## src/rtl/npc_pkg.sv

```systemverilog
// Shared types and constants for the NPC memory-side blocks.
package npc_pkg;

    typedef enum logic [1:0] {
        ARB_IDLE,
        ARB_REQ,
        ARB_WAIT,
        ARB_RESP
    } arb_state_e;

    localparam logic OWN_IFU = 1'b0;
    localparam logic OWN_LSU = 1'b1;

    localparam logic [31:0] RESET_PC     = 32'h8000_0000;
    localparam logic [31:0] ERR_DATA_DEF = 32'hDEAD_BEEF;

endpackage

```

## src/rtl/npc_mem_arbiter_if.sv

```systemverilog
// Requester and memory-side handshake bundle of the memory arbiter.
interface npc_mem_arbiter_if #(
    parameter int unsigned ADDR_W = 32,
    parameter int unsigned DATA_W = 32
);
    logic                  ifu_req_valid;
    logic                  ifu_req_ready;
    logic [ADDR_W-1:0]     ifu_addr;
    logic                  ifu_resp_valid;
    logic [DATA_W-1:0]     ifu_resp_data;

    logic                  lsu_req_valid;
    logic                  lsu_req_ready;
    logic [ADDR_W-1:0]     lsu_addr;
    logic                  lsu_wen;
    logic [DATA_W-1:0]     lsu_wdata;
    logic [DATA_W/8-1:0]   lsu_wmask;
    logic                  lsu_resp_valid;
    logic [DATA_W-1:0]     lsu_resp_data;

    logic                  mem_req_valid;
    logic                  mem_req_ready;
    logic [ADDR_W-1:0]     mem_addr;
    logic                  mem_wen;
    logic [DATA_W-1:0]     mem_wdata;
    logic [DATA_W/8-1:0]   mem_wmask;
    logic                  mem_resp_valid;
    logic [DATA_W-1:0]     mem_resp_data;

    logic                  timeout_err;

    // Arbiter side
    modport slave (
        input  ifu_req_valid, ifu_addr,
        output ifu_req_ready, ifu_resp_valid, ifu_resp_data,
        input  lsu_req_valid, lsu_addr, lsu_wen, lsu_wdata, lsu_wmask,
        output lsu_req_ready, lsu_resp_valid, lsu_resp_data,
        output mem_req_valid, mem_addr, mem_wen, mem_wdata, mem_wmask,
        input  mem_req_ready, mem_resp_valid, mem_resp_data,
        output timeout_err
    );

    // Requesters plus memory model side
    modport master (
        output ifu_req_valid, ifu_addr,
        input  ifu_req_ready, ifu_resp_valid, ifu_resp_data,
        output lsu_req_valid, lsu_addr, lsu_wen, lsu_wdata, lsu_wmask,
        input  lsu_req_ready, lsu_resp_valid, lsu_resp_data,
        input  mem_req_valid, mem_addr, mem_wen, mem_wdata, mem_wmask,
        output mem_req_ready, mem_resp_valid, mem_resp_data,
        input  timeout_err
    );
endinterface

```

## src/rtl/npc_rr_arb2.sv

```systemverilog
// Two-way round-robin grant; on a tie the requester not granted last wins.
module npc_rr_arb2
    import npc_pkg::*;
(
    input  logic clk,
    input  logic reset,
    input  logic en,
    input  logic req_ifu,
    input  logic req_lsu,
    output logic gnt_valid_c,
    output logic gnt_owner_c
);

    logic last_grant;

    always_comb begin
        gnt_valid_c = en && (req_ifu || req_lsu);
        gnt_owner_c = OWN_IFU;
        if (req_ifu && req_lsu) begin
            gnt_owner_c = ~last_grant;
        end else if (req_lsu) begin
            gnt_owner_c = OWN_LSU;
        end
    end

    // Reset to IFU so the LSU wins the first tie
    always_ff @(posedge clk) begin
        if (!reset) begin
            last_grant <= OWN_IFU;
        end else if (gnt_valid_c) begin
            last_grant <= gnt_owner_c;
        end
    end

endmodule

```

## src/rtl/npc_mem_arbiter.sv

```systemverilog
// Shares one memory port between IFU and LSU; one outstanding transaction with a response watchdog.
module npc_mem_arbiter
    import npc_pkg::*;
#(
    parameter int unsigned         ADDR_W      = 32,
    parameter int unsigned         DATA_W      = 32,
    parameter int unsigned         TIMEOUT_CYC = 255,
    parameter logic [DATA_W-1:0]   ERR_DATA    = DATA_W'(ERR_DATA_DEF)
) (
    input  logic            clk,
    input  logic            reset,
    npc_mem_arbiter_if.slave bus
);

    localparam int unsigned CNT_W  = $clog2(TIMEOUT_CYC + 1);
    localparam int unsigned MASK_W = DATA_W / 8;

    arb_state_e          state, state_nx;
    logic                owner;
    logic [ADDR_W-1:0]   addr_q;
    logic                wen_q;
    logic [DATA_W-1:0]   wdata_q;
    logic [MASK_W-1:0]   wmask_q;
    logic [DATA_W-1:0]   resp_data_q;
    logic                timeout_q;
    logic [CNT_W-1:0]    cnt;
    logic                gnt_valid_c;
    logic                gnt_owner_c;
    logic                timeout_hit_c;
    logic                lsu_store_c;

    npc_rr_arb2 u_rr (
        .clk         (clk),
        .reset       (reset),
        .en          ((state == ARB_IDLE) && reset),
        .req_ifu     (bus.ifu_req_valid),
        .req_lsu     (bus.lsu_req_valid),
        .gnt_valid_c (gnt_valid_c),
        .gnt_owner_c (gnt_owner_c)
    );

    assign timeout_hit_c = (state == ARB_WAIT) && !bus.mem_resp_valid
                           && (cnt == CNT_W'(TIMEOUT_CYC - 1));
    assign lsu_store_c   = (gnt_owner_c == OWN_LSU) && bus.lsu_wen;

    always_ff @(posedge clk) begin
        if (!reset) begin
            state <= ARB_IDLE;
        end else begin
            state <= state_nx;
        end
    end

    always_comb begin
        state_nx = state;
        case (state)
            ARB_IDLE: if (gnt_valid_c)                          state_nx = ARB_REQ;
            ARB_REQ:  if (bus.mem_req_ready)                    state_nx = ARB_WAIT;
            ARB_WAIT: if (bus.mem_resp_valid || timeout_hit_c)  state_nx = ARB_RESP;
            ARB_RESP:                                           state_nx = ARB_IDLE;
            default:                                            state_nx = ARB_IDLE;
        endcase
    end

    // Request latch, watchdog counter and response capture
    always_ff @(posedge clk) begin
        if (!reset) begin
            owner       <= OWN_IFU;
            addr_q      <= '0;
            wen_q       <= 1'b0;
            wdata_q     <= '0;
            wmask_q     <= '0;
            resp_data_q <= '0;
            timeout_q   <= 1'b0;
            cnt         <= '0;
        end else begin
            timeout_q <= 1'b0;
            if ((state == ARB_IDLE) && gnt_valid_c) begin
                owner   <= gnt_owner_c;
                addr_q  <= (gnt_owner_c == OWN_LSU) ? bus.lsu_addr : bus.ifu_addr;
                wen_q   <= lsu_store_c;
                wdata_q <= lsu_store_c ? bus.lsu_wdata : '0;
                wmask_q <= lsu_store_c ? bus.lsu_wmask : '0;
            end
            if ((state == ARB_REQ) && bus.mem_req_ready) begin
                cnt <= '0;
            end
            if (state == ARB_WAIT) begin
                cnt <= cnt + CNT_W'(1);
                if (bus.mem_resp_valid) begin
                    resp_data_q <= bus.mem_resp_data;
                end else if (timeout_hit_c) begin
                    resp_data_q <= ERR_DATA;
                    timeout_q   <= 1'b1;
                end
            end
        end
    end

    assign bus.ifu_req_ready  = gnt_valid_c && (gnt_owner_c == OWN_IFU);
    assign bus.lsu_req_ready  = gnt_valid_c && (gnt_owner_c == OWN_LSU);
    assign bus.ifu_resp_valid = (state == ARB_RESP) && (owner == OWN_IFU);
    assign bus.lsu_resp_valid = (state == ARB_RESP) && (owner == OWN_LSU);
    assign bus.ifu_resp_data  = resp_data_q;
    assign bus.lsu_resp_data  = resp_data_q;
    assign bus.mem_req_valid  = (state == ARB_REQ);
    assign bus.mem_addr       = addr_q;
    assign bus.mem_wen        = wen_q;
    assign bus.mem_wdata      = wdata_q;
    assign bus.mem_wmask      = wmask_q;
    assign bus.timeout_err    = timeout_q;

endmodule
```

## src/flat_wrapper.sv

```systemverilog
// flat-port wrapper written by rule: the top's interface ports become plain ports
module npc_mem_arbiter_flat import npc_pkg::*;
#(
    parameter int unsigned         ADDR_W      = 32,
    parameter int unsigned         DATA_W      = 32,
    parameter int unsigned         TIMEOUT_CYC = 255,
    parameter logic [DATA_W-1:0]   ERR_DATA    = DATA_W'(ERR_DATA_DEF)
)
  (clk, reset, bus_ifu_req_valid, bus_ifu_addr, bus_ifu_req_ready, bus_ifu_resp_valid, bus_ifu_resp_data, bus_lsu_req_valid, bus_lsu_addr, bus_lsu_wen, bus_lsu_wdata, bus_lsu_wmask, bus_lsu_req_ready, bus_lsu_resp_valid, bus_lsu_resp_data, bus_mem_req_valid, bus_mem_addr, bus_mem_wen, bus_mem_wdata, bus_mem_wmask, bus_mem_req_ready, bus_mem_resp_valid, bus_mem_resp_data, bus_timeout_err);
  npc_mem_arbiter_if #(.ADDR_W(ADDR_W), .DATA_W(DATA_W)) bus_i ();
  input  logic clk;
  input  logic reset;
  input wire logic [$bits(bus_i.ifu_req_valid)-1:0] bus_ifu_req_valid;
  input wire logic [$bits(bus_i.ifu_addr)-1:0] bus_ifu_addr;
  output wire logic [$bits(bus_i.ifu_req_ready)-1:0] bus_ifu_req_ready;
  output wire logic [$bits(bus_i.ifu_resp_valid)-1:0] bus_ifu_resp_valid;
  output wire logic [$bits(bus_i.ifu_resp_data)-1:0] bus_ifu_resp_data;
  input wire logic [$bits(bus_i.lsu_req_valid)-1:0] bus_lsu_req_valid;
  input wire logic [$bits(bus_i.lsu_addr)-1:0] bus_lsu_addr;
  input wire logic [$bits(bus_i.lsu_wen)-1:0] bus_lsu_wen;
  input wire logic [$bits(bus_i.lsu_wdata)-1:0] bus_lsu_wdata;
  input wire logic [$bits(bus_i.lsu_wmask)-1:0] bus_lsu_wmask;
  output wire logic [$bits(bus_i.lsu_req_ready)-1:0] bus_lsu_req_ready;
  output wire logic [$bits(bus_i.lsu_resp_valid)-1:0] bus_lsu_resp_valid;
  output wire logic [$bits(bus_i.lsu_resp_data)-1:0] bus_lsu_resp_data;
  output wire logic [$bits(bus_i.mem_req_valid)-1:0] bus_mem_req_valid;
  output wire logic [$bits(bus_i.mem_addr)-1:0] bus_mem_addr;
  output wire logic [$bits(bus_i.mem_wen)-1:0] bus_mem_wen;
  output wire logic [$bits(bus_i.mem_wdata)-1:0] bus_mem_wdata;
  output wire logic [$bits(bus_i.mem_wmask)-1:0] bus_mem_wmask;
  input wire logic [$bits(bus_i.mem_req_ready)-1:0] bus_mem_req_ready;
  input wire logic [$bits(bus_i.mem_resp_valid)-1:0] bus_mem_resp_valid;
  input wire logic [$bits(bus_i.mem_resp_data)-1:0] bus_mem_resp_data;
  output wire logic [$bits(bus_i.timeout_err)-1:0] bus_timeout_err;
  assign bus_i.ifu_req_valid = bus_ifu_req_valid;
  assign bus_i.ifu_addr = bus_ifu_addr;
  assign bus_ifu_req_ready = bus_i.ifu_req_ready;
  assign bus_ifu_resp_valid = bus_i.ifu_resp_valid;
  assign bus_ifu_resp_data = bus_i.ifu_resp_data;
  assign bus_i.lsu_req_valid = bus_lsu_req_valid;
  assign bus_i.lsu_addr = bus_lsu_addr;
  assign bus_i.lsu_wen = bus_lsu_wen;
  assign bus_i.lsu_wdata = bus_lsu_wdata;
  assign bus_i.lsu_wmask = bus_lsu_wmask;
  assign bus_lsu_req_ready = bus_i.lsu_req_ready;
  assign bus_lsu_resp_valid = bus_i.lsu_resp_valid;
  assign bus_lsu_resp_data = bus_i.lsu_resp_data;
  assign bus_mem_req_valid = bus_i.mem_req_valid;
  assign bus_mem_addr = bus_i.mem_addr;
  assign bus_mem_wen = bus_i.mem_wen;
  assign bus_mem_wdata = bus_i.mem_wdata;
  assign bus_mem_wmask = bus_i.mem_wmask;
  assign bus_i.mem_req_ready = bus_mem_req_ready;
  assign bus_i.mem_resp_valid = bus_mem_resp_valid;
  assign bus_i.mem_resp_data = bus_mem_resp_data;
  assign bus_timeout_err = bus_i.timeout_err;
  npc_mem_arbiter #(.ADDR_W(ADDR_W), .DATA_W(DATA_W), .TIMEOUT_CYC(TIMEOUT_CYC), .ERR_DATA(ERR_DATA)) u_core (.clk(clk), .reset(reset), .bus(bus_i));
endmodule
```

## config.mk

```make
export PLATFORM = sky130hd
export DESIGN_NAME = npc_mem_arbiter_flat
export DESIGN_NICKNAME = d
export VERILOG_FILES = /design/src/rtl/npc_pkg.sv /design/src/rtl/npc_mem_arbiter_if.sv /design/src/rtl/npc_rr_arb2.sv /design/src/rtl/npc_mem_arbiter.sv /design/src/flat_wrapper.sv
export SDC_FILE = /design/constraint.sdc
export NUM_CORES = 1
export LEC_CHECK = 0
export CAP_MARGIN = 0
export CORE_AREA = 2 2 106 108
export DETAILED_ROUTE_END_ITERATION = 6
export DIE_AREA = 0 0 108 110
export DONT_BUFFER_PORTS = 1
export PLACE_DENSITY_LB_ADDON = 0.1
export SYNTH_ARGS = -nofsm -noshare
export SYNTH_HDL_FRONTEND = slang
export SYNTH_SLANG_ARGS = --single-unit
```

## constraint.sdc

```tcl
create_clock -name clk -period 2.2 [get_ports clk]
set_input_delay 0.44 -clock clk [delete_from_list [all_inputs] [get_ports clk]]
set_output_delay 0.44 -clock clk [all_outputs]
set_load 0.03 [all_outputs]
```

==> results by group, run 1 <==
Power
  – Pint: 4.49 mW
  – Sw Ratio: 0.376
  – Switching Power: 2.70 mW
  – Part of the power in combinational logic: 0.199
  – Clock share of power: 0.340
  – Peak VDD IR: 0.609 mV
  – Power share of the sequential group: 0.461
  – Power per Cell Area: 1470 nW/um^2
  – Final total power: 7.19 mW
  – Static Leakage: ~1.8 nW

Setup path
  – Worst setup path start: u_core.state[0]
  – Crit path to: bus_ifu_req_ready
  – Critical R2R Capture: u_core.bus.mem_addr[25]
  – Startpoint types: register
  – Worst Path Required: about 1.8 ns
  – Critical Path AT: 1.67 ns
  – Critical path fanouts, max: 17
  – Worst R2R Setup Slack: 0.32 ns
  – Reg2Reg Depth: 8
  – Worst setup EP type: output port
  – Kind of critical path: reg -> out
  – Origin of the critical flop-to-flop path: u_core.state[0]

Synth
  – Post-Syn Area: about 4400 um^2
  – Sequential area share after synthesis: 0.515
  – Post-synthesis cell count: 446
  – Post-synth cell types: 37
  – Post-Syn Nets: 591
  – Synth Warn #: 0
  – Number of synthesized register bits: 114
  – Synthesized area per cell: 9.95 um^2

STA
  – Finish-stage setup viols: 0
  – Crit path time final: 2.11 ns
  – Max Freq: ~470 MHz
  – Worst rel slew slack: 0.538
  – RSZ-0062 raised after global routing: no
  – Setup_tns: 0 ns
  – Hold slack: 0.0769 ns
  – Setup Skew: 0.0137 ns
  – Slew Limit Fails: 0
  – Worst-margin pin slew: between 0.6 and 0.7 ns
  – Count of final hold-check violations: 0
  – Fin crit share: 0.960

Clocking
  – Clock latency on the worst-skew pair: 0.51 ns
  – Hold_buf cts: 0
  – CTS tree: done
  – Clock Path Buffers: 2
  – Clock Sinks: roughly 110
  – H-tree depth: 4
  – Num CTS Buffers: 17
  – Root buf cell: clkbuf_8
  – Worst-path clk slew: about 0.050 ns

Place
  – Number of port buffers: 0
  – Placed wire-length estimate: 7.88 mm
  – Placed Cells: 523
  – Final Wtd Congestion: 0.739

Floorplan
  – Die width: 108 um
  – Die height: 110 um
  – Core Area: 10,700 um^2
  – Num ports: 278
  – Die Footprint: 11,900 um^2
  – FP Rows: 38
  – Initial Utilization: 0.415

Final layout
  – Nets@finish: 551
  – Share of post-route cells with drive strength above 1: 0.182
  – Area grow syn2layout: 10.1%
  – Final non-filler cell total: 558

Global route
  – Vias in the first global route: roughly 3.2k
  – Overall Global Routing Usage: 0.188
  – First-pass GRT wire length: approximately 17 mm
  – Initial antenna violation count: 1
  – Pin count of the biggest net entering global routing: 49
  – GR Overflow Total: 0

Status
  – Status: complete, but fails checks
  – Failing checks: design-rule violations

Min path
  – Hold Crit Class: in -> reg

Drt
  – Starting DRT DRC Count: 387
  – Via count: 3,366
  – Drt first pass iters: 7
  – Wirelength per Cell: 21.7 um
  – Routed WL: 12.1 mm
  – Drc violations: 1
  – Post-DRT Antenna Nets: 0
  – Number of vias per cell: roughly 6.0

Flow run
  – Max cap viols: 0
## stage by stage
step	setup slack, ns	utilization	cell area, um^2
after floorplan	0.479	-	4440
after global placement	0.428	0.398	4260
after detailed placement	0.370	0.398	4260
after CTS	0.0130	0.453	4850
after global routing	0.00862	0.456	4880
final	0.0876	0.456	4880
## worst max-delay path, cell delays in order, from the launching register on
cell	delay (ns)
dfxtp_1	0.34
inv_2	0.10
ha_4	0.17
and2_4	0.18
and3_4	0.38
## registers in the layout, indices dropped and copies added, names as in the netlist, 2 cells and up
name,flops
u_core.bus.mem_wmask,4
u_core.bus.ifu_resp_data,32
u_core.state,2
u_core.cnt,8
u_core.bus.mem_addr,32
u_core.bus.mem_wdata,32
## per-layer routing
layer  track usage  share of wire  vias to the layer above
met2         0.289           0.47                      210
met4        0.0934          0.016                        0
li1              -              -                     1551
met5             0              0                        -
met3        0.0776           0.11                       19
met1         0.228           0.40                     1586
## cell type report
| class | count | area, um^2 |
|---|---|---|
| Fill cell | 1032 | 5810 |
| Sequential cell | 114 | 2280 |
| Multi-Input combinational cell | 255 | 1710 |
| Clock buffer | 19 | 442 |
| Tap cell | 140 | 175 |
| Timing Repair Buffer | 12 | 158 |
| Clock inverter | 11 | 90.1 |
| Inverter | 6 | 22.5 |
| Antenna cell | 1 | 2.50 |
## cells in the mapped netlist
| library cell | n | area (um^2) |
|---|---|---|
| a211oi_1 | 3 | 22.5 |
| a21oi_1 | 9 | 45.0 |
| a222oi_1 | 32 | 320 |
| a22oi_1 | 36 | 270 |
| a31o_2 | 1 | 8.76 |
| and2_1 | 1 | 6.26 |
| and2_4 | 1 | 8.76 |
| and3_1 | 1 | 6.26 |
| and3_4 | 1 | 11.3 |
| and4_1 | 1 | 8.76 |
| buf_2 | 10 | 50.1 |
| buf_4 | 38 | 285 |
| buf_6 | 4 | 45.0 |
| clkbuf_1 | 20 | 75.1 |
| dfxtp_1 | 114 | 2280 |
| ha_1 | 6 | 75.1 |
| inv_1 | 6 | 22.5 |
| mux2i_1 | 1 | 10.0 |
| nand2_1 | 23 | 86.3 |
| nand2b_1 | 2 | 12.5 |
| nand3_1 | 5 | 25.0 |
| nand4_1 | 3 | 18.8 |
| nor2_1 | 74 | 278 |
| nor2b_1 | 4 | 25.0 |
| nor3_1 | 1 | 5.00 |
| nor4_1 | 1 | 6.26 |
| o21a_1 | 1 | 7.51 |
| o21ai_0 | 6 | 30.0 |
| o21ai_1 | 1 | 5.00 |
| o221a_2 | 24 | 270 |
| o22ai_1 | 8 | 50.1 |
| o31a_1 | 1 | 8.76 |
| o31ai_1 | 1 | 7.51 |
| or3_1 | 2 | 12.5 |
| or4_1 | 1 | 7.51 |
| xnor2_1 | 1 | 8.76 |
| xor2_1 | 2 | 17.5 |
## power by group through the flow
stage                     Sequential, mW  Clock (mW)  Combinational (mW)
after floorplan                     3.05           0                1.42
after global placement              3.35           0                1.26
after detailed placement            3.35           0                1.29
after CTS                           3.31        2.52                1.39
after global routing                3.35        2.61                1.56
final                               3.31        2.45                1.43
## kinds of logic after synthesis
group                      synth area share
xor gates and xnor gates            0.00592
and+or+nand+nor                       0.117
DFF                                   0.515
adders and majority gates            0.0169
buffers and inverters                 0.108
muxes                               0.00226
AOI/OAI and AO/OA                     0.236
## how the worst min path moves through the flow
stage	slack [ns]	from	to	depth (start not counted)
6_report	0.08	reset	u_core.state[0]	2
2_1_floorplan	0.46	u_core.cnt[7]	u_core.bus.timeout_err	2
3_5_place_dp	0.49	u_core.cnt[7]	u_core.cnt[7]	2
3_3_place_gp	0.48	u_core.state[1]	u_core.state[1]	2
4_1_cts	0.05	reset	u_core.state[0]	2
5_1_grt	0.05	reset	u_core.state[0]	2
## cells in the final DEF, fill, tap and decap left out, types with 3 or more instances in the layout
cell type     n
dfxtp_1     114
nor2_1       74
a22oi_1      36
a222oi_1     32
o221a_2      24
nand2_1      23
clkbuf_16    17
a21oi_1       9
o22ai_1       8
buf_4         8
clkinv_2      6
nand3_1       5
o21ai_0       5
ha_1          5
nor2b_1       4
clkinvlp_4    4
inv_1         3
inv_2         3
nand4_1       3
a211oi_1      3
clkbuf_8      3
## timing repair
item	CTS	global route
gates cloned	2	1
setup buffers	0	1
pin swaps	1	1
endpoints found under the setup margin	2	2
gates resized for setup	5	1
No activity file was read; power rests on OpenSTA's default activity.
==> inputs of run 2 (changes only) <==
--- a/config.mk
+++ b/config.mk
@@ -10,7 +10,6 @@
 export DETAILED_ROUTE_END_ITERATION = 6
 export DIE_AREA = 0 0 108 110
 export DONT_BUFFER_PORTS = 1
-export PLACE_DENSITY_LB_ADDON = 0.1
 export SYNTH_ARGS = -nofsm -noshare
 export SYNTH_HDL_FRONTEND = slang
 export SYNTH_SLANG_ARGS = --single-unit
==> run 2 against run 1 <==
  * Worst setup slack better by 0.022 ns
  * Critical path depth up 1
  * Via count up 1.4%
  * Die area unchanged
  * Global-route usage up 0.59 points
  * Final cell count up 0.18%
  * Non-clock buffer count down 1
  * The run now ends clean
  * Clock skew down 0.0045 ns
  * Core utilization about the same
  * Sequential power about the same
  * Clock power down 4%
==> results by group, run 2 (same netlist as run 1, synthesis figures left out) <==
Drt
  – Post-DRT Antenna Nets: 0 (unchanged)
  – Wirelength per Cell: 22.1 um (was 21.7 um)
  – Via count: 3,413 (was 3,366)
  – DR top layer: met4 (unchanged)
  – Routed WL: 12.3 mm (was 12.1 mm)
  – Starting DRT DRC Count: 387 (unchanged)
  – DR WL met2: 6.11 mm (was 5.76 mm)
  – Number of vias per cell: 6.11 (was 6.03)
  – Drt first pass iters: 5 (was 7)
  – Met1 WL: 4.64 mm (was 4.90 mm)
  – Drc violations: 0 (was 1)
  – Met3 wire len: 1.38 mm (was 1.28 mm)

Setup path
  – Startpoint types: register (unchanged)
  – Origin of the critical flop-to-flop path: u_core.state[1] (was u_core.state[0])
  – Worst R2R Setup Slack: 0.28 ns (was 0.32 ns)
  – Critical path fanouts, max: 9 (was 17)
  – Worst setup EP type: output port (unchanged)
  – Reg2Reg Depth: 8 (unchanged)
  – Kind of critical path: reg -> out (unchanged)
  – Critical Path AT: 1.65 ns (was 1.67 ns)
  – Worst Path Required: 1.76 ns (about the same)
  – Critical R2R Capture: u_core.bus.mem_addr[28] (was u_core.bus.mem_addr[25])

Place
  – Placed wire-length estimate: 7.96 mm (was 7.88 mm)
  – Number of port buffers: 0 (unchanged)
  – Placed Cells: 520 (was 523)
  – Worst slack at placement: 0.395 ns (was 0.370 ns)
  – DP Area: 4250 um^2 (was 4260 um^2)
  – Final Wtd Congestion: 0.745 (was 0.739)

Power
  – Part of the power in combinational logic: 0.205 (was 0.199)
  – Static Leakage: 1.76 nW (was 1.77 nW)
  – Pint: 4.38 mW (was 4.49 mW)
  – Clock share of power: 0.329 (was 0.340)
  – Final total power: 7.14 mW (was 7.19 mW)
  – Switching Power: 2.76 mW (was 2.70 mW)
  – Power share of the sequential group: 0.466 (was 0.461)
  – Peak VDD IR: 0.563 mV (was 0.609 mV)
  – Sw Ratio: 0.387 (was 0.376)
  – Power per Cell Area: 1460 nW/um^2 (was 1470 nW/um^2)

Final layout
  – Commonest non-fill, non-tap cell in the layout: dfxtp_1 (unchanged)
  – Fin area: 4890 um^2 (was 4880 um^2)
  – Share of post-route cells with drive strength above 1: 0.187 (was 0.182)
  – Layout fillers: 1,029 (was 1,032)
  – Final non-filler cell total: 559 (was 558)
  – Area grow syn2layout: 10.2% (was 10.1%)
  – Util after Layout: 0.457 (was 0.456)
  – Nets@finish: 551 (unchanged)
  – Most frequent cells in the layout: dfxtp_1, nor2_1, a22oi_1 (unchanged)

Floorplan
  – Num ports: 278 (unchanged)
  – Die width: 108 um (unchanged)
  – Die height: 110 um (unchanged)
  – Die Footprint: 11,900 um^2 (unchanged)
  – Initial Utilization: 0.415 (unchanged)
  – FP Rows: 38 (unchanged)
  – Core Area: 10,700 um^2 (unchanged)

Flow run
  – Max cap viols: 0 (unchanged)

Clocking
  – Clock Sinks: 114 (unchanged)
  – Worst-path clk slew: 0.06 ns (was 0.05 ns)
  – Num CTS Buffers: 17 (unchanged)
  – CTS tree: done (unchanged)
  – Root buf cell: clkbuf_8 (unchanged)
  – H-tree depth: 4 (unchanged)
  – Clock latency on the worst-skew pair: 0.51 ns (about the same)
  – Clock Path Buffers: 2 (unchanged)

STA
  – Hold slack: 0.0767 ns (was 0.0769 ns)
  – Worst rel slew slack: 0.329 (was 0.538)
  – Crit path time final: 2.09 ns (was 2.11 ns)
  – Slew Limit Fails: 0 (unchanged)
  – RSZ-0062 raised after global routing: no (unchanged)
  – Setup Skew: 0.00921 ns (was 0.0137 ns)
  – Finish-stage setup viols: 0 (unchanged)
  – Worst-margin pin slew: 1.01 ns (was 0.692 ns)
  – Max Freq: 478 MHz (was 473 MHz)
  – Fin crit share: 0.950 (was 0.960)
  – Setup_tns: 0 ns (unchanged)
  – Final worst slack: 0.110 ns (was 0.0876 ns)
  – Count of final hold-check violations: 0 (unchanged)

Global route
  – GR Overflow Total: 0 (unchanged)
  – Overall Global Routing Usage: 0.194 (was 0.188)
  – Initial antenna violation count: 1 (unchanged)
  – Vias in the first global route: 3,139 (was 3,181)
  – Pin count of the biggest net entering global routing: 59 (was 49)
  – First-pass GRT wire length: 17.0 mm (was 16.9 mm)

Min path
  – Hold EP: u_core.bus.ifu_resp_data[29] (was u_core.state[0])
  – Hold path start: bus_mem_resp_data[29] (was reset)
  – Hold path depth: 2 (unchanged)
  – Hold Crit Class: in -> reg (unchanged)

Status
  – Status: completed (was complete, but fails checks)
-- run 2: changes by cell type in the layout (fill, tap and decap cells not counted), sizes merged --
cell and delta:
and3 +1, buf -1, bufinv -1, clkbuf -1, clkinv +2, inv +1
-- run 2: final cells by class --
cell class	count	area, um^2	area share
Inverter	6	22.5	0.00461
Timing Repair Buffer	11	163	0.0333
Antenna cell	1	2.50	0.000512
Sequential cell	114	2280	0.467
Clock buffer	18	428	0.0876
Tap cell	140	175	0.0359
Multi-Input combinational cell	256	1720	0.353
Clock inverter	13	90.1	0.0184
-- run 2: how the worst max path moves through the flow --
| stage | start | endpoint | slack, ns | cells after the start |
|---|---|---|---|---|
| 2_1_floorplan | u_core.state[0] | u_core.bus.mem_addr[23] | 0.48 | 8 |
| 3_3_place_gp | u_core.state[0] | u_core.bus.mem_addr[30] | 0.43 | 6 |
| 3_5_place_dp | u_core.state[0] | u_core.bus.mem_addr[30] | 0.39 | 6 |
| 4_1_cts | u_core.state[0] | bus_lsu_req_ready | 0.01 | 5 |
| 5_1_grt | u_core.state[1] | bus_lsu_req_ready | 0.02 | 5 |
| 6_report | u_core.state[0] | bus_lsu_req_ready | 0.11 | 5 |
-- run 2: power by group through the flow --
stage	sequential (mW)	clock [mW]	combinational (mW)
global route	3.37	2.53	1.60
floorplan	3.05	0	1.42
finish	3.33	2.35	1.46
detailed placement	3.37	0	1.27
CTS	3.33	2.40	1.40
global placement	3.36	0	1.23
-- run 2: worst max-delay path, stage by stage, from the launching register on --
cell and delay (ns):
dfxtp_1 0.33, inv_2 0.11, ha_4 0.18, and2_4 0.17, and3_4 0.19, buf_12 0.15
-- run 2: layer usage --
| layer | up-vias | global-route usage |
|---|---|---|
| met3 | 19 | 0.106 |
| met5 | - | 0 |
| met1 | 1619 | 0.216 |
| met4 | 0 | 0.0696 |
| met2 | 218 | 0.316 |
| li1 | 1557 | - |
-- run 2: repair_timing --
action,in CTS,in global routing
pin swaps,1,3
hold buffers,0,0
setup buffers,0,3
resized for setup,6,0
gates cloned,2,2
endpoints found under the setup margin,2,2
==> inputs of run 3 (changes only) <==
--- a/config.mk
+++ b/config.mk
@@ -10,6 +10,7 @@
 export DETAILED_ROUTE_END_ITERATION = 6
 export DIE_AREA = 0 0 108 110
 export DONT_BUFFER_PORTS = 1
+export HOLD_SLACK_MARGIN = 0.06
 export SYNTH_ARGS = -nofsm -noshare
 export SYNTH_HDL_FRONTEND = slang
 export SYNTH_SLANG_ARGS = --single-unit
==> run 3 against run 2 <==
  * First-iteration DRC count rose by 12%
  * Via count rose by 0.53%
  * Worst setup slack improved by 0.0054 ns
  * Global-route usage rose by 0.40 points
  * Clock skew rose by 0.00085 ns
  * Count of clock-buffer cells in the layout did not move
  * Sequential share of layout area fell by 0.75 points
  * Critical path type unchanged
==> results by group, run 3 (same netlist as run 1, synthesis figures left out) <==
Status
  – Status: completed (unchanged)

Power
  – Power per Cell Area: 1440 nW/um^2 (was 1460 nW/um^2)
  – Final total power: 7.15 mW (was 7.14 mW)
  – Static Leakage: 1.80 nW (was 1.76 nW)
  – Peak VDD IR: 0.566 mV (was 0.563 mV)

Clocking
  – Num CTS Buffers: 17 (unchanged)
  – Root buf cell: clkbuf_8 (unchanged)
  – Worst-path clk slew: 0.06 ns (about the same)
  – CTS tree: done (unchanged)
  – Clock Sinks: 114 (unchanged)
  – Clock Path Buffers: 2 (unchanged)
  – H-tree depth: 4 (unchanged)
  – Clock latency on the worst-skew pair: 0.50 ns (was 0.51 ns)

Final layout
  – Share of post-route cells with drive strength above 1: 0.183 (was 0.187)
  – Area grow syn2layout: 12.0% (was 10.2%)
  – Most frequent cells in the layout: dfxtp_1, nor2_1, a22oi_1 (unchanged)
  – Multi-input logic area: 1720 um^2 (unchanged)
  – Layout fillers: 1,027 (was 1,029)
  – Nets@finish: 559 (was 551)
  – Fin area: 4970 um^2 (was 4890 um^2)
  – Register Area: 2280 um^2 (unchanged)
  – Commonest non-fill, non-tap cell in the layout: dfxtp_1 (unchanged)
  – Final non-filler cell total: 567 (was 559)

Drt
  – Drc violations: 0 (unchanged)
  – Via count: 3,431 (was 3,413)
  – Wirelength per Cell: 22.1 um (about the same)
  – Starting DRT DRC Count: 433 (was 387)
  – Drt first pass iters: 6 (was 5)
  – Routed WL: 12.6 mm (was 12.3 mm)
  – Number of vias per cell: 6.05 (was 6.11)
  – Post-DRT Antenna Nets: 0 (unchanged)

Floorplan
  – Die Footprint: 11,900 um^2 (unchanged)
  – Die width: 108 um (unchanged)
  – Num ports: 278 (unchanged)
  – FP Rows: 38 (unchanged)
  – Core Area: 10,700 um^2 (unchanged)
  – Die height: 110 um (unchanged)
  – Initial Utilization: 0.415 (unchanged)

Setup path
  – CP bufs+invs: 2 (unchanged)
  – CP max stage cell: dfxtp_1 (unchanged)
  – CP top delay family: flip-flops (was simple AND/OR/NAND/NOR gates)
  – Startpoint types: register (unchanged)
  – Crit path to: bus_lsu_req_ready (unchanged)
  – Reg2Reg Depth: 8 (unchanged)
  – Stages on worst setup path: 5 (unchanged)
  – Critical path's largest stage delay: 0.38 ns (was 0.33 ns)
  – Critical Path AT: 1.64 ns (was 1.65 ns)
  – Origin of the critical flop-to-flop path: u_core.state[1] (unchanged)
  – Crit-path cells: inv_2 -> ha_4 -> and2_4 -> and3_4 -> buf_12 (unchanged)
  – Worst setup path start: u_core.state[1] (was u_core.state[0])
  – Worst setup EP type: output port (unchanged)
  – Critical R2R Capture: u_core.bus.mem_addr[28] (unchanged)
  – Kind of critical path: reg -> out (unchanged)
  – Worst R2R Setup Slack: 0.29 ns (was 0.28 ns)
  – Worst Path Required: 1.76 ns (about the same)
  – Critical path fanouts, max: 9 (unchanged)

Global route
  – Overall Global Routing Usage: 0.198 (was 0.194)
  – Pin count of the biggest net entering global routing: 59 (unchanged)
  – Initial antenna violation count: 1 (unchanged)
  – Vias in the first global route: 3,194 (was 3,139)
  – GR Overflow Total: 0 (unchanged)
  – First-pass GRT wire length: 17.3 mm (was 17.0 mm)

Place
  – Number of port buffers: 0 (unchanged)
  – Placed Cells: 520 (unchanged)
  – Final Wtd Congestion: 0.745 (unchanged)
  – Placed wire-length estimate: 7.96 mm (unchanged)
  – DP Area: 4250 um^2 (unchanged)

STA
  – Max Freq: 480 MHz (was 478 MHz)
  – Worst-margin pin slew: 1.02 ns (was 1.01 ns)
  – Fin crit share: 0.948 (was 0.950)
  – RSZ-0062 raised after global routing: no (unchanged)
  – Slew Limit Fails: 0 (unchanged)
  – Worst rel slew slack: 0.319 (was 0.329)
  – Finish-stage setup viols: 0 (unchanged)
  – Crit path time final: 2.08 ns (was 2.09 ns)
  – Setup_tns: 0 ns (unchanged)
  – Setup Skew: 0.0101 ns (was 0.00921 ns)
  – Count of final hold-check violations: 0 (unchanged)

Flow run
  – Max cap viols: 0 (unchanged)

Min path
  – Hold Crit Class: in -> reg (unchanged)
run 3: cell count changes in the layout (fill, tap and decap cells not counted):
cell / delta
dlygate4sd3_1: +8
run 3: repair_timing:
| action | in CTS | in global routing |
|---|---|---|
| endpoints found under the hold margin | 20 | 0 |
| cloned | 2 | 2 |
| setup buffers | 0 | 3 |
| hold buffers | 8 | 0 |
| gates resized for setup | 6 | 0 |
| pin swaps | 1 | 3 |
| setup endpoints to repair | 2 | 2 |
run 3: worst min-delay path by stage:
stage                    startpoint                            to  cells after the start
finish                        reset               u_core.state[1]                      2
global route                  reset  u_core.bus.ifu_resp_data[17]                      2
CTS                           reset               u_core.state[1]                      2
detailed placement  u_core.state[1]               u_core.state[1]                      2
global placement      u_core.cnt[7]                 u_core.cnt[7]                      2
floorplan             u_core.cnt[7]        u_core.bus.timeout_err                      2
run 3: stage by stage:
stage | hold WS, ns | setup WS, ns | util
finish | 0.0870 | 0.115 | 0.464
global route | 0.0614 | 0.0182 | 0.464
CTS | 0.0621 | 0.0118 | 0.459
detailed placement | 0.498 | 0.395 | 0.398
global placement | 0.485 | 0.433 | 0.398
floorplan | 0.462 | 0.479 | -
run 3: report_power, final:
group	total, mW	leakage (nW)	switching [mW]	internal [mW]
registers	3.33	0.925	0.969	2.36
clock network	2.35	0.249	0.950	1.40
logic	1.48	0.623	0.850	0.630
run 3: area by class of cell:
cell class / count / share of cell area
well taps: 140 / 0.0353
inverters: 6 / 0.00454
clock inverters: 13 / 0.0181
multi-input cells: 256 / 0.347
repair buffers: 19 / 0.0489
flip-flops and latches: 114 / 0.460
diodes: 1 / 0.000504
clock buffers: 18 / 0.0862
run 3: metal layers:
| layer | global-route usage | wire, um |
|---|---|---|
| met5 | 0 | 0 |
| met4 | 0.0742 | 171 |
| met3 | 0.104 | 1330 |
| met2 | 0.319 | 6130 |
| met1 | 0.224 | 4930 |
